$ cat src/rtl/alu_simd_result_unpacker_pkg.sv
// Shared constants and lane geometry for the SIMD ALU result unpacker.
// Lane position, width and carry source are all derived from the segment map below.
package alu_simd_pkg;

  localparam logic [1:0] MODE_27X18   = 2'b00;
  localparam logic [1:0] MODE_SUM_9X9 = 2'b01;
  localparam logic [1:0] MODE_SUM_4X4 = 2'b10;
  localparam logic [1:0] MODE_ILLEGAL = 2'b11;

  localparam int SEG0_LSB = 0;
  localparam int SEG0_MSB = 16;
  localparam int SEG1_LSB = 17;
  localparam int SEG1_MSB = 26;
  localparam int SEG2_LSB = 27;
  localparam int SEG2_MSB = 34;
  localparam int SEG3_LSB = 35;
  localparam int TAIL_LSB = 45;
  localparam int SEG3_MSB = TAIL_LSB - 1;
  localparam int TAIL_MSB = 47;

  typedef enum logic {
    ST_IDLE = 1'b0,
    ST_EMIT = 1'b1
  } state_t;

  function automatic logic [5:0] seg_lsb(input logic [1:0] k);
    case (k)
      2'd0:    return 6'(SEG0_LSB);
      2'd1:    return 6'(SEG1_LSB);
      2'd2:    return 6'(SEG2_LSB);
      default: return 6'(SEG3_LSB);
    endcase
  endfunction

  function automatic logic [5:0] seg_msb(input logic [1:0] k);
    case (k)
      2'd0:    return 6'(SEG0_MSB);
      2'd1:    return 6'(SEG1_MSB);
      2'd2:    return 6'(SEG2_MSB);
      default: return 6'(SEG3_MSB);
    endcase
  endfunction

  function automatic logic [2:0] lane_count(input logic [1:0] mode);
    case (mode)
      MODE_27X18:   return 3'd1;
      MODE_SUM_9X9: return 3'd2;
      MODE_SUM_4X4: return 3'd4;
      default:      return 3'd0;
    endcase
  endfunction

  // Segment whose carry pair (and MSB) closes the lane.
  function automatic logic [1:0] lane_top_seg(input logic [1:0] mode, input logic [1:0] idx);
    case (mode)
      MODE_SUM_9X9: return (idx == 2'd0) ? 2'd1 : 2'd3;
      MODE_SUM_4X4: return idx;
      default:      return 2'd3;
    endcase
  endfunction

  function automatic logic [5:0] lane_lsb(input logic [1:0] mode, input logic [1:0] idx);
    case (mode)
      MODE_SUM_9X9: return (idx == 2'd0) ? 6'(SEG0_LSB) : 6'(SEG2_LSB);
      MODE_SUM_4X4: return seg_lsb(idx);
      default:      return 6'(SEG0_LSB);
    endcase
  endfunction

  function automatic logic [5:0] lane_width(input logic [1:0] mode, input logic [1:0] idx);
    case (mode)
      MODE_27X18:   return 6'(TAIL_MSB - SEG0_LSB + 1);
      MODE_SUM_9X9,
      MODE_SUM_4X4: return seg_msb(lane_top_seg(mode, idx)) - lane_lsb(mode, idx) + 6'd1;
      default:      return 6'd0;
    endcase
  endfunction

endpackage

$ cat src/rtl/alu_simd_result_unpacker_if.sv
// Packed-word input stream and lane output stream of the SIMD result unpacker.
interface alu_simd_result_unpacker_if;
  logic        in_valid;
  logic        in_ready;
  logic [47:0] in_s;
  logic [7:0]  in_carry;
  logic [1:0]  in_use_simd;
  logic        out_valid;
  logic        out_ready;
  logic [47:0] out_data;
  logic [5:0]  out_width;
  logic [1:0]  out_idx;
  logic [1:0]  out_carry;
  logic        out_last;
  logic        err_illegal;

  modport slave (
    input  in_valid, in_s, in_carry, in_use_simd, out_ready,
    output in_ready, out_valid, out_data, out_width, out_idx, out_carry, out_last, err_illegal
  );

  modport master (
    output in_valid, in_s, in_carry, in_use_simd, out_ready,
    input  in_ready, out_valid, out_data, out_width, out_idx, out_carry, out_last, err_illegal
  );
endinterface

$ cat src/rtl/alu_simd_result_unpacker_lane_extract.sv
// Combinational lane selector: slices one lane out of a held ALU word and extends it.
module alu_simd_lane_extract
  import alu_simd_pkg::*;
#(
  parameter bit SIGN_EXTEND = 1'b0
) (
  input  logic [47:0] i_s,
  input  logic [7:0]  i_carry,
  input  logic [1:0]  i_mode,
  input  logic [1:0]  i_idx,
  output logic [47:0] o_data,
  output logic [5:0]  o_width,
  output logic [1:0]  o_carry,
  output logic        o_last
);

  logic [5:0]  w_lsb;
  logic [1:0]  w_top_seg;
  logic [47:0] w_shifted;
  logic [47:0] w_mask;
  logic        w_sign;

  assign w_lsb     = lane_lsb(i_mode, i_idx);
  assign w_top_seg = lane_top_seg(i_mode, i_idx);
  assign o_width   = lane_width(i_mode, i_idx);
  assign w_shifted = i_s >> w_lsb;
  // A 48-bit lane shifts the one out entirely, leaving an all-ones mask.
  assign w_mask    = (48'd1 << o_width) - 48'd1;
  assign w_sign    = SIGN_EXTEND && (o_width != 6'd0) && w_shifted[o_width - 6'd1];

  assign o_data  = w_sign ? (w_shifted | ~w_mask) : (w_shifted & w_mask);
  assign o_carry = i_carry[{w_top_seg, 1'b0} +: 2];
  assign o_last  = ({1'b0, i_idx} == (lane_count(i_mode) - 3'd1));

endmodule

$ cat src/rtl/alu_simd_result_unpacker.sv
// Holds one packed SIMD ALU result and streams its lanes out one per cycle.
// A new word may load on the same edge the previous word's last lane is taken.
module alu_simd_result_unpacker
  import alu_simd_pkg::*;
#(
  parameter bit SIGN_EXTEND = 1'b0
) (
  input  logic                               clk,
  input  logic                               reset,
  alu_simd_result_unpacker_if.slave          bus
);

  state_t      r_state, w_state_next;
  logic [47:0] r_s, w_s_next;
  logic [7:0]  r_carry, w_carry_next;
  logic [1:0]  r_mode, w_mode_next;
  logic [1:0]  r_idx, w_idx_next;
  logic        r_err, w_err_next;

  logic [47:0] w_lane_data;
  logic [5:0]  w_lane_width;
  logic [1:0]  w_lane_carry;
  logic        w_lane_last;
  logic        w_valid, w_lane_done, w_accept, w_legal;

  alu_simd_lane_extract #(.SIGN_EXTEND(SIGN_EXTEND)) u_extract (
    .i_s     (r_s),
    .i_carry (r_carry),
    .i_mode  (r_mode),
    .i_idx   (r_idx),
    .o_data  (w_lane_data),
    .o_width (w_lane_width),
    .o_carry (w_lane_carry),
    .o_last  (w_lane_last)
  );

  assign w_valid     = (r_state == ST_EMIT);
  assign w_lane_done = w_valid && bus.out_ready && w_lane_last;
  assign w_accept    = bus.in_valid && bus.in_ready;
  assign w_legal     = (bus.in_use_simd != MODE_ILLEGAL);

  assign bus.in_ready    = (r_state == ST_IDLE) || w_lane_done;
  assign bus.out_valid   = w_valid;
  // Lane fields read as zero whenever nothing is being offered.
  assign bus.out_data    = w_valid ? w_lane_data  : '0;
  assign bus.out_width   = w_valid ? w_lane_width : '0;
  assign bus.out_idx     = w_valid ? r_idx        : '0;
  assign bus.out_carry   = w_valid ? w_lane_carry : '0;
  assign bus.out_last    = w_valid && w_lane_last;
  assign bus.err_illegal = r_err;

  always_comb begin
    w_state_next = r_state;
    w_s_next     = r_s;
    w_carry_next = r_carry;
    w_mode_next  = r_mode;
    w_idx_next   = r_idx;
    w_err_next   = w_accept && !w_legal;

    case (r_state)
      ST_IDLE: begin
        if (w_accept && w_legal) w_state_next = ST_EMIT;
      end
      ST_EMIT: begin
        if (bus.out_ready) begin
          if (!w_lane_last)                w_idx_next   = r_idx + 2'd1;
          else if (!(w_accept && w_legal)) w_state_next = ST_IDLE;
        end
      end
      default: w_state_next = ST_IDLE;
    endcase

    if (w_accept && w_legal) begin
      w_s_next     = bus.in_s;
      w_carry_next = bus.in_carry;
      w_mode_next  = bus.in_use_simd;
      w_idx_next   = 2'd0;
    end
  end

  always_ff @(posedge clk or posedge reset) begin
    if (reset) begin
      r_state <= ST_IDLE;
      r_s     <= '0;
      r_carry <= '0;
      r_mode  <= '0;
      r_idx   <= '0;
      r_err   <= 1'b0;
    end else begin
      r_state <= w_state_next;
      r_s     <= w_s_next;
      r_carry <= w_carry_next;
      r_mode  <= w_mode_next;
      r_idx   <= w_idx_next;
      r_err   <= w_err_next;
    end
  end

endmodule

$ cat src/flat_wrapper.sv
// flat-port wrapper written by rule: the top's interface ports become plain ports
module alu_simd_result_unpacker_flat import alu_simd_pkg::*;
#(
  parameter bit SIGN_EXTEND = 1'b0
)
  (clk, reset, bus_in_valid, bus_in_s, bus_in_carry, bus_in_use_simd, bus_out_ready, bus_in_ready, bus_out_valid, bus_out_data, bus_out_width, bus_out_idx, bus_out_carry, bus_out_last, bus_err_illegal);
  alu_simd_result_unpacker_if bus_i ();
  input  logic clk;
  input  logic reset;
  input wire logic [$bits(bus_i.in_valid)-1:0] bus_in_valid;
  input wire logic [$bits(bus_i.in_s)-1:0] bus_in_s;
  input wire logic [$bits(bus_i.in_carry)-1:0] bus_in_carry;
  input wire logic [$bits(bus_i.in_use_simd)-1:0] bus_in_use_simd;
  input wire logic [$bits(bus_i.out_ready)-1:0] bus_out_ready;
  output wire logic [$bits(bus_i.in_ready)-1:0] bus_in_ready;
  output wire logic [$bits(bus_i.out_valid)-1:0] bus_out_valid;
  output wire logic [$bits(bus_i.out_data)-1:0] bus_out_data;
  output wire logic [$bits(bus_i.out_width)-1:0] bus_out_width;
  output wire logic [$bits(bus_i.out_idx)-1:0] bus_out_idx;
  output wire logic [$bits(bus_i.out_carry)-1:0] bus_out_carry;
  output wire logic [$bits(bus_i.out_last)-1:0] bus_out_last;
  output wire logic [$bits(bus_i.err_illegal)-1:0] bus_err_illegal;
  assign bus_i.in_valid = bus_in_valid;
  assign bus_i.in_s = bus_in_s;
  assign bus_i.in_carry = bus_in_carry;
  assign bus_i.in_use_simd = bus_in_use_simd;
  assign bus_i.out_ready = bus_out_ready;
  assign bus_in_ready = bus_i.in_ready;
  assign bus_out_valid = bus_i.out_valid;
  assign bus_out_data = bus_i.out_data;
  assign bus_out_width = bus_i.out_width;
  assign bus_out_idx = bus_i.out_idx;
  assign bus_out_carry = bus_i.out_carry;
  assign bus_out_last = bus_i.out_last;
  assign bus_err_illegal = bus_i.err_illegal;
  alu_simd_result_unpacker #(.SIGN_EXTEND(SIGN_EXTEND)) u_core (.clk(clk), .reset(reset), .bus(bus_i));
endmodule
$ cat config.mk
export PLATFORM = sky130hd
export DESIGN_NAME = alu_simd_result_unpacker_flat
export DESIGN_NICKNAME = d
export VERILOG_FILES = /design/src/rtl/alu_simd_result_unpacker_pkg.sv /design/src/rtl/alu_simd_result_unpacker_if.sv /design/src/rtl/alu_simd_result_unpacker_lane_extract.sv /design/src/rtl/alu_simd_result_unpacker.sv /design/src/flat_wrapper.sv
export SDC_FILE = /design/constraint.sdc
export NUM_CORES = 1
export LEC_CHECK = 0
export CAP_MARGIN = 20
export CORE_MARGIN = 3
export CORE_UTILIZATION = 50
export DETAILED_ROUTE_END_ITERATION = 12
export PLACE_DENSITY_LB_ADDON = 0.1
export SKIP_CTS_REPAIR_TIMING = 1
export SLEW_MARGIN = 10
export SYNTH_ARGS = -nofsm -noshare
export SYNTH_HDL_FRONTEND = slang
export SYNTH_SLANG_ARGS = --single-unit
$ cat constraint.sdc
create_clock -name clk -period 8.6 [get_ports clk]
set_input_delay 1.72 -clock clk [delete_from_list [all_inputs] [get_ports clk]]
set_output_delay 1.72 -clock clk [all_outputs]
set_load 0.01 [all_outputs]
### Word-level counts from Yosys, hierarchy flattened

Index checks and enable logic that the tools add are counted.

| word-level totals | value |
|---|---|
| flip-flop bits (word level) | 62 |
| latch bits | 0 |
| memory bits (writable) | 0 |
| bits in read-only memories | 0 |
| bits of input ports | 62 |
| output and inout port bits | 62 |
| word-level logic and storage cells | 63 |
| memories | 0 |

| cells by class | value |
|---|---|
| add/subtract/negate cells | 5 |
| $mul | 0 |
| div/mod/pow operators | 0 |
| order comparisons | 0 |
| equal/unequal tests | 9 |
| shift operators | 3 |
| muxes and demuxes | 23 |
| bitwise operators | 2 |
| reductions and logical operators | 15 |

Operators with widths:

| cell | count |
|---|---|
| 48-bit bitwise AND | 1 |
| 48-bit 2-to-1 mux | 1 |
| 1-bit by 6-bit << shifter with 48-bit output, first input constant | 1 |
| 48-bit by 6-bit right shift with 48-bit output | 1 |
| 48-bit by 1-bit subtractor with 48-bit output, second input constant | 1 |
| 6-bit case mux with 3 select lines | 2 |
| 6-bit case mux with 2 select lines | 2 |
| 6-bit 2-to-1 mux | 3 |
| 2-bit 2-to-1 mux | 8 |
| 3-bit case mux with 3 select lines | 1 |
| 8-bit by 4-bit indexed part select with 2-bit output | 1 |
| 6-bit by 1-bit adder with 6-bit output, second input constant | 1 |
| 2-bit by 1-bit == test with 1-bit output, second input constant | 3 |
| 2-bit == test, second input constant | 3 |
| 1-bit logical AND | 6 |
| 2-bit zero test | 3 |
| 6-bit subtractor | 1 |
| 5-bit 2-to-1 mux | 1 |
| 2-bit != test, second input constant | 2 |
| 2-bit case mux with 2 select lines | 1 |
| 2-bit nonzero test | 2 |
| 2-bit by 3-bit == test with 1-bit output | 1 |
| 1-bit 2-to-1 mux | 3 |
| 3-bit AND reduction | 1 |
| 7 further kinds | 7 |

### Depth between registers and ports, before layout

| depth | value |
|---|---|
| depth in word-level cells | 14 |
| mapped depth | 24 |
| gate-level depth less buffers | 21 |

### Modules after synthesis

From an unflattened synthesis, not the netlist that was laid out.

| second synthesis, totals | value |
|---|---|
| cell total of the unflattened synthesis | 809 |
| area, all modules | 6368.6 µm² |

Modules (own cells, without submodules):

| module | instances | cells an instance | area each (µm²) | sequential area each (µm²) |
|---|---|---|---|---|
| alu_simd_lane_extract | 1 | 601 | 3570.9 | 0.0 |
| alu_simd_result_unpacker | 1 | 208 | 2797.7 | 1551.5 |

### Worst setup path before layout

No wires, ideal clock.

| timing path | value |
|---|---|
| kind | register to output |
| start point | reg u_core.r_mode[1] |
| end point | out bus_out_data[12] |
| arrival time | 5708 ps |
| data required time | 6880 ps |
| path slack | 1172 ps |
| cell stages (with the launch flop) | 22 |
| cell sequence | dfrtp_1 inv_1 ha_1 buf_2 inv_1 clkbuf_1 a211oi_1 inv_1 ha_1 nor2_1 ha_1 ha_1 a21oi_1 xnor2_4 o22ai_1 buf_2 or3_1 ha_1 clkbuf_1 o21a_1 or3_1 a2111oi_1 |

| on the way | value |
|---|---|
| longest elaborated chain between the ends | 13 |
| elaborated cells on any way between the ends | 21 |

RTL lines:

| element | line | source |
|---|---|---|
| start, declared | alu_simd_result_unpacker.sv:16 | `logic [1:0] r_mode, w_mode_next;` |
| start signal, assigned | alu_simd_result_unpacker.sv:93 | `r_mode <= w_mode_next;` |
| 2-bit == test or 2-bit by 1-bit == test with 1-bit output (tied branches) | alu_simd_result_unpacker_pkg.sv:55, alu_simd_result_unpacker_pkg.sv:63, alu_simd_result_unpacker_pkg.sv:71 |  |
| 2-bit case mux with 2 select lines | alu_simd_result_unpacker_pkg.sv:55 | `case (mode)` |
| 2-bit 2-to-1 mux | alu_simd_result_unpacker_pkg.sv:71 | `case (mode)` |
| 2-bit == test (tied with other cells) | alu_simd_result_unpacker_pkg.sv:36 | `case (k)` |
| 6-bit case mux with 3 select lines | alu_simd_result_unpacker_pkg.sv:36 |  |
| 6-bit 2-to-1 mux | alu_simd_result_unpacker_pkg.sv:71 |  |
| 6-bit subtractor | alu_simd_result_unpacker_pkg.sv:74 | `MODE_SUM_4X4: return seg_msb(lane_top_seg(mode, idx)) - lane_lsb(mode, idx) + 6'd1;` |
| 6-bit by 1-bit adder with 6-bit output | alu_simd_result_unpacker_pkg.sv:74 |  |
| 6-bit case mux with 2 select lines | alu_simd_result_unpacker_pkg.sv:71 |  |
| 1-bit by 6-bit << shifter with 48-bit output | alu_simd_result_unpacker_lane_extract.sv:28 | `assign w_mask = (48'd1 << o_width) - 48'd1;` |
| 48-bit by 1-bit subtractor with 48-bit output | alu_simd_result_unpacker_lane_extract.sv:28 |  |
| 48-bit bitwise AND (*) | alu_simd_result_unpacker_lane_extract.sv:31 | `assign o_data = w_sign ? (w_shifted \| ~w_mask) : (w_shifted & w_mask);` |
| 48-bit 2-to-1 mux (*) | alu_simd_result_unpacker.sv:45 | `assign bus.out_data = w_valid ? w_lane_data : '0;` |
| end, declared | flat_wrapper.sv:17 | `output wire logic [$bits(bus_i.out_data)-1:0] bus_out_data;` |

Mark *: on every way between the ends. The rest lies on a longest branch, timed or not. The select of a mux whose other input is x is not followed.

### Worst setup path in the final report

| timing path | value |
|---|---|
| start point | reg u_core.r_mode[1] |
| end point | out bus_out_data[22] |

The elaborated chain is that of the path after synthesis.

==> results.md <==
Floorplanning:
- In this run the count of I/O pins placed on the die edge is 124.
- For this configuration, the core starts out at a cell density of 0.524.
- The die is 119 um tall.
- The region available for standard cell placement spans 12300 um2.
- Row generation in the floorplan step produced 40 rows.
- The die area is 14200 um2.
- The floorplan step set the die width to 119 um.

Global routing:
- The remaining global-route overflow is 0.
- The wire length of the first global-routing pass is 42.2 mm.
- The largest net degree at the start of global routing is 63.
- The overall routing resource usage is 0.377.
- The initial antenna violation count is 0.
- The via count of the first global-routing pass is 7139.

Clock tree:
- The TritonCTS clock tree is built.
- The H-tree level count is 3.
- The number of sinks on the clock net is 62.
- The total clock buffers created by CTS is 9.
- The clock latency of the later-clocked register in the worst-skew pair is 0.34 ns.
- The clock slew at the register clock pins of the worst setup and hold paths is 0.06 ns.
- The tree is rooted in a sky130_fd_sc_hd__clkbuf_16.
- In this run the deepest clock path goes through 2 buffers.

Routing:
- The detailed-route via count is 7330.
- Once detail routing completed, the nets flagged for antenna violations numbered 0.
- The first TritonRoute pass finished after 7 iterations.
- The average vias per placed instance is 7.34.
- The iteration-0 DRC count of the detailed router is 1313.
- After detailed routing, the average wire length per cell comes to 27.5 um.
- For this block, the routed nets add up to 27.5 mm of wire.
- For this run, design rule violations remaining after detail routing come to 0.

Layout:
- In the final layout, the share of cells above drive strength 1 is 0.165.
- After filler insertion, the fill cell instance count of the layout stands at 947.
- The synthesis-to-finish area growth is 26.0%.
- The number of antenna diodes in the final layout is 0.
- The area of combinational cells with multiple inputs is 4560 um2.
- Once layout is done, the placed cells without fillers occupy 8100 um2.
- The count of nets after finishing is 907.
- The area taken by flip-flops and latches is 1550 um2.

STA:
- Timing would allow up to 118 MHz.
- The worst clock skew is 0.00642 ns.
- Setup repair after global routing left no endpoint under its margin.
- Final hold analysis gives a worst-case slack of 0.510 ns.
- In this run the tightest slew margin relative to its limit is 0.238.
- At the pin with the least slew margin, the transition time is 1.11 ns.
- Setup violations remaining at the end of the flow were counted as 0.
- The portion of the clock cycle consumed by the worst path in the final layout is 0.984.
- The smallest clock period supported by the final layout is computed as 8.46 ns.
- Summed over all failing endpoints, the final setup total negative slack is 0 ns.
- The max-slew violation total from the final report is 0.
- The final hold violation count is 0.

Placed design:
- The wire-length estimate of the detail-placed layout is 20.0 mm.
- The area after detailed placement is 7760 um2.
- The congestion estimate from routability-driven global placement came to 1.02.
- The number of port buffers is 123.

Synthesis:
- The post-synthesis sequential element count is 62.
- Summing every instance area after synthesis gives 6430 um2.
- In the synthesized netlist the dominant register cell turns out to be sky130_fd_sc_hd__dfrtp_1.
- A synthesized cell averages 8.75 um2.
- Counting distinct cell types in the post-synthesis netlist gives 77.
- The warning count from the yosys run is 0.
- The proportion of register bits with asynchronous set or reset after synthesis is 1.00.
- The number of synthesized flops with an enable pin is 0.
- Of the synthesized area, sequential elements account for 0.241.
- The post-synthesis cell count is 734.
- The share of Yosys cell area claimed by the top area cell type is 0.241.
- In the post-synthesis netlist, the biggest area contributors are sky130_fd_sc_hd__dfrtp_1 24%, sky130_fd_sc_hd__mux2_2 11%, sky130_fd_sc_hd__mux4_2 6.0%.
- The number of nets in the synthesized netlist is 815.
- Ranked by instance count, the synthesized netlist is headed by 62 x sky130_fd_sc_hd__dfrtp_1, 62 x sky130_fd_sc_hd__mux2_2, 50 x sky130_fd_sc_hd__nand2_1, 42 x sky130_fd_sc_hd__a211oi_1, 41 x sky130_fd_sc_hd__nand3_1.
- The library cell with the largest summed area after synthesis is sky130_fd_sc_hd__dfrtp_1.

Critical path:
- Across all register-to-register paths, the minimum setup slack is 5.32 ns.
- The number of cells on the worst reg-to-reg path is 5.
- STA puts the critical path data required time at 6.88 ns.
- The nature of the critical path endpoint is an output pin.
- The category of the worst setup path launch point is a flip-flop.
- In this run the worst path has a maximum fanout of 41.
- The start-to-end type of the worst setup path is flip-flop to output pin.
- The startpoint identified for the worst register-to-register timing path is u_core.bus.out_valid$_DFF_PP0_.
- Data arrives at the worst endpoint at 6.74 ns.
- The destination of the worst register-to-register timing path is u_core.r_s[13]$_DFFE_PP0P_.

Hold path:
- The hold path endpoint is u_core.r_carry[1]$_DFFE_PP0P_.
- The tightest min-delay check is of the flip-flop to flip-flop type.
- The startpoint identified for the worst hold timing path is u_core.r_carry[1]$_DFFE_PP0P_.
- The worst hold path depth is 1.

Status:
- The flow ran to the end, and the final reports show no timing, DRC or antenna violations.

Run:
- Across the run, the number of max-cap violations was 0.
## cell families (layout without fill, tap and decap cells)
group | after synthesis | count (layout) | synth area share
mux | 110 | 110 | 0.217
buf+inv | 79 | 176 | 0.0514
simple gates | 229 | 229 | 0.185
compound gates | 224 | 224 | 0.246
flops | 62 | 62 | 0.241
xor+xnor | 11 | 11 | 0.0214
fa+ha+maj | 19 | 19 | 0.0382
## area by class of cell
type	instances	share of cell area
Multi-Input combinational cell	593	0.563
Sequential cell	62	0.192
Timing Repair Buffer	143	0.171
Clock buffer	9	0.0278
Tap cell	168	0.0260
Clock inverter	7	0.0130
Inverter	17	0.00788
## per-stage QoR
step | cells | util | worst slack [ns]
finish | 999 | 0.660 | 0.136
global route | 999 | 0.660 | 0.0242
CTS | 999 | 0.660 | 0.138
detailed placement | 983 | 0.633 | 0.568
global placement | 983 | 0.633 | 0.689
floorplan | 734 | - | 1.17
## cells in the final DEF (no fill, tap or decap), types with 10 or more instances in the layout
cell	instances
sky130_fd_sc_hd__a211oi_1	42
sky130_fd_sc_hd__a21oi_1	38
sky130_fd_sc_hd__and3_1	19
sky130_fd_sc_hd__buf_4	20
sky130_fd_sc_hd__clkdlybuf4s50_1	123
sky130_fd_sc_hd__dfrtp_1	62
sky130_fd_sc_hd__ha_1	17
sky130_fd_sc_hd__inv_1	13
sky130_fd_sc_hd__mux2_2	62
sky130_fd_sc_hd__mux2i_1	31
sky130_fd_sc_hd__mux4_2	17
sky130_fd_sc_hd__nand2_1	50
sky130_fd_sc_hd__nand3_1	40
sky130_fd_sc_hd__nand4_1	10
sky130_fd_sc_hd__nor2_1	39
sky130_fd_sc_hd__nor3_1	18
sky130_fd_sc_hd__o211ai_1	10
sky130_fd_sc_hd__o21a_1	11
sky130_fd_sc_hd__o21ai_0	37
## sequential cells by signal, indices dropped and copies added, names as in the netlist
| register | cells |
|---|---|
| u_core.bus.err_illegal | 1 |
| u_core.bus.out_valid | 1 |
| u_core.r_mode | 2 |
| u_core.r_s | 48 |
| u_core.r_idx | 2 |
| u_core.r_carry | 8 |
## layer usage
| metal | track usage | part of all wire | vias up |
|---|---|---|---|
| met1 | 0.488 | 0.38 | 3505 |
| met5 | 0 | 0 | - |
| met4 | 0.198 | 0.063 | 0 |
| met2 | 0.590 | 0.45 | 640 |
| met3 | 0.0807 | 0.11 | 151 |
| li1 | - | - | 3034 |
## critical path: stages (launching register included)
cell,delay [ns]
sky130_fd_sc_hd__dfrtp_1,0.43
sky130_fd_sc_hd__inv_1,0.12
sky130_fd_sc_hd__ha_1,0.32
sky130_fd_sc_hd__buf_4,0.43
sky130_fd_sc_hd__nand3_1,0.32
sky130_fd_sc_hd__ha_1,0.37
sky130_fd_sc_hd__inv_1,0.06
sky130_fd_sc_hd__ha_1,0.13
sky130_fd_sc_hd__inv_1,0.04
sky130_fd_sc_hd__ha_1,0.20
sky130_fd_sc_hd__fa_1,0.43
sky130_fd_sc_hd__xor2_1,0.18
sky130_fd_sc_hd__buf_4,0.18
sky130_fd_sc_hd__a21oi_1,0.28
sky130_fd_sc_hd__o22ai_1,0.12
sky130_fd_sc_hd__buf_4,0.24
sky130_fd_sc_hd__or3_1,0.40
sky130_fd_sc_hd__ha_2,0.34
sky130_fd_sc_hd__nor4_4,0.60
sky130_fd_sc_hd__a22oi_1,0.20
sky130_fd_sc_hd__a211oi_1,0.38
sky130_fd_sc_hd__clkdlybuf4s50_1,0.63
## worst max-delay path by stage
stage / from / to / slack (ns) / cells past startpoint
2_1_floorplan: u_core.r_mode[1]$_DFFE_PP0P_ / bus_out_data[12] / 1.17 / 21
3_3_place_gp: u_core.r_mode[1]$_DFFE_PP0P_ / bus_out_data[24] / 0.69 / 18
3_5_place_dp: u_core.r_mode[1]$_DFFE_PP0P_ / bus_out_data[24] / 0.57 / 19
4_1_cts: u_core.r_mode[1]$_DFFE_PP0P_ / bus_out_data[24] / 0.14 / 18
5_1_grt: u_core.r_mode[1]$_DFFE_PP0P_ / bus_out_data[24] / 0.02 / 20
6_report: u_core.r_mode[1]$_DFFE_PP0P_ / bus_out_data[22] / 0.14 / 21
Power is not shown: default switching activity piles up to over one toggle a cycle in this logic, so the estimate is an artifact.
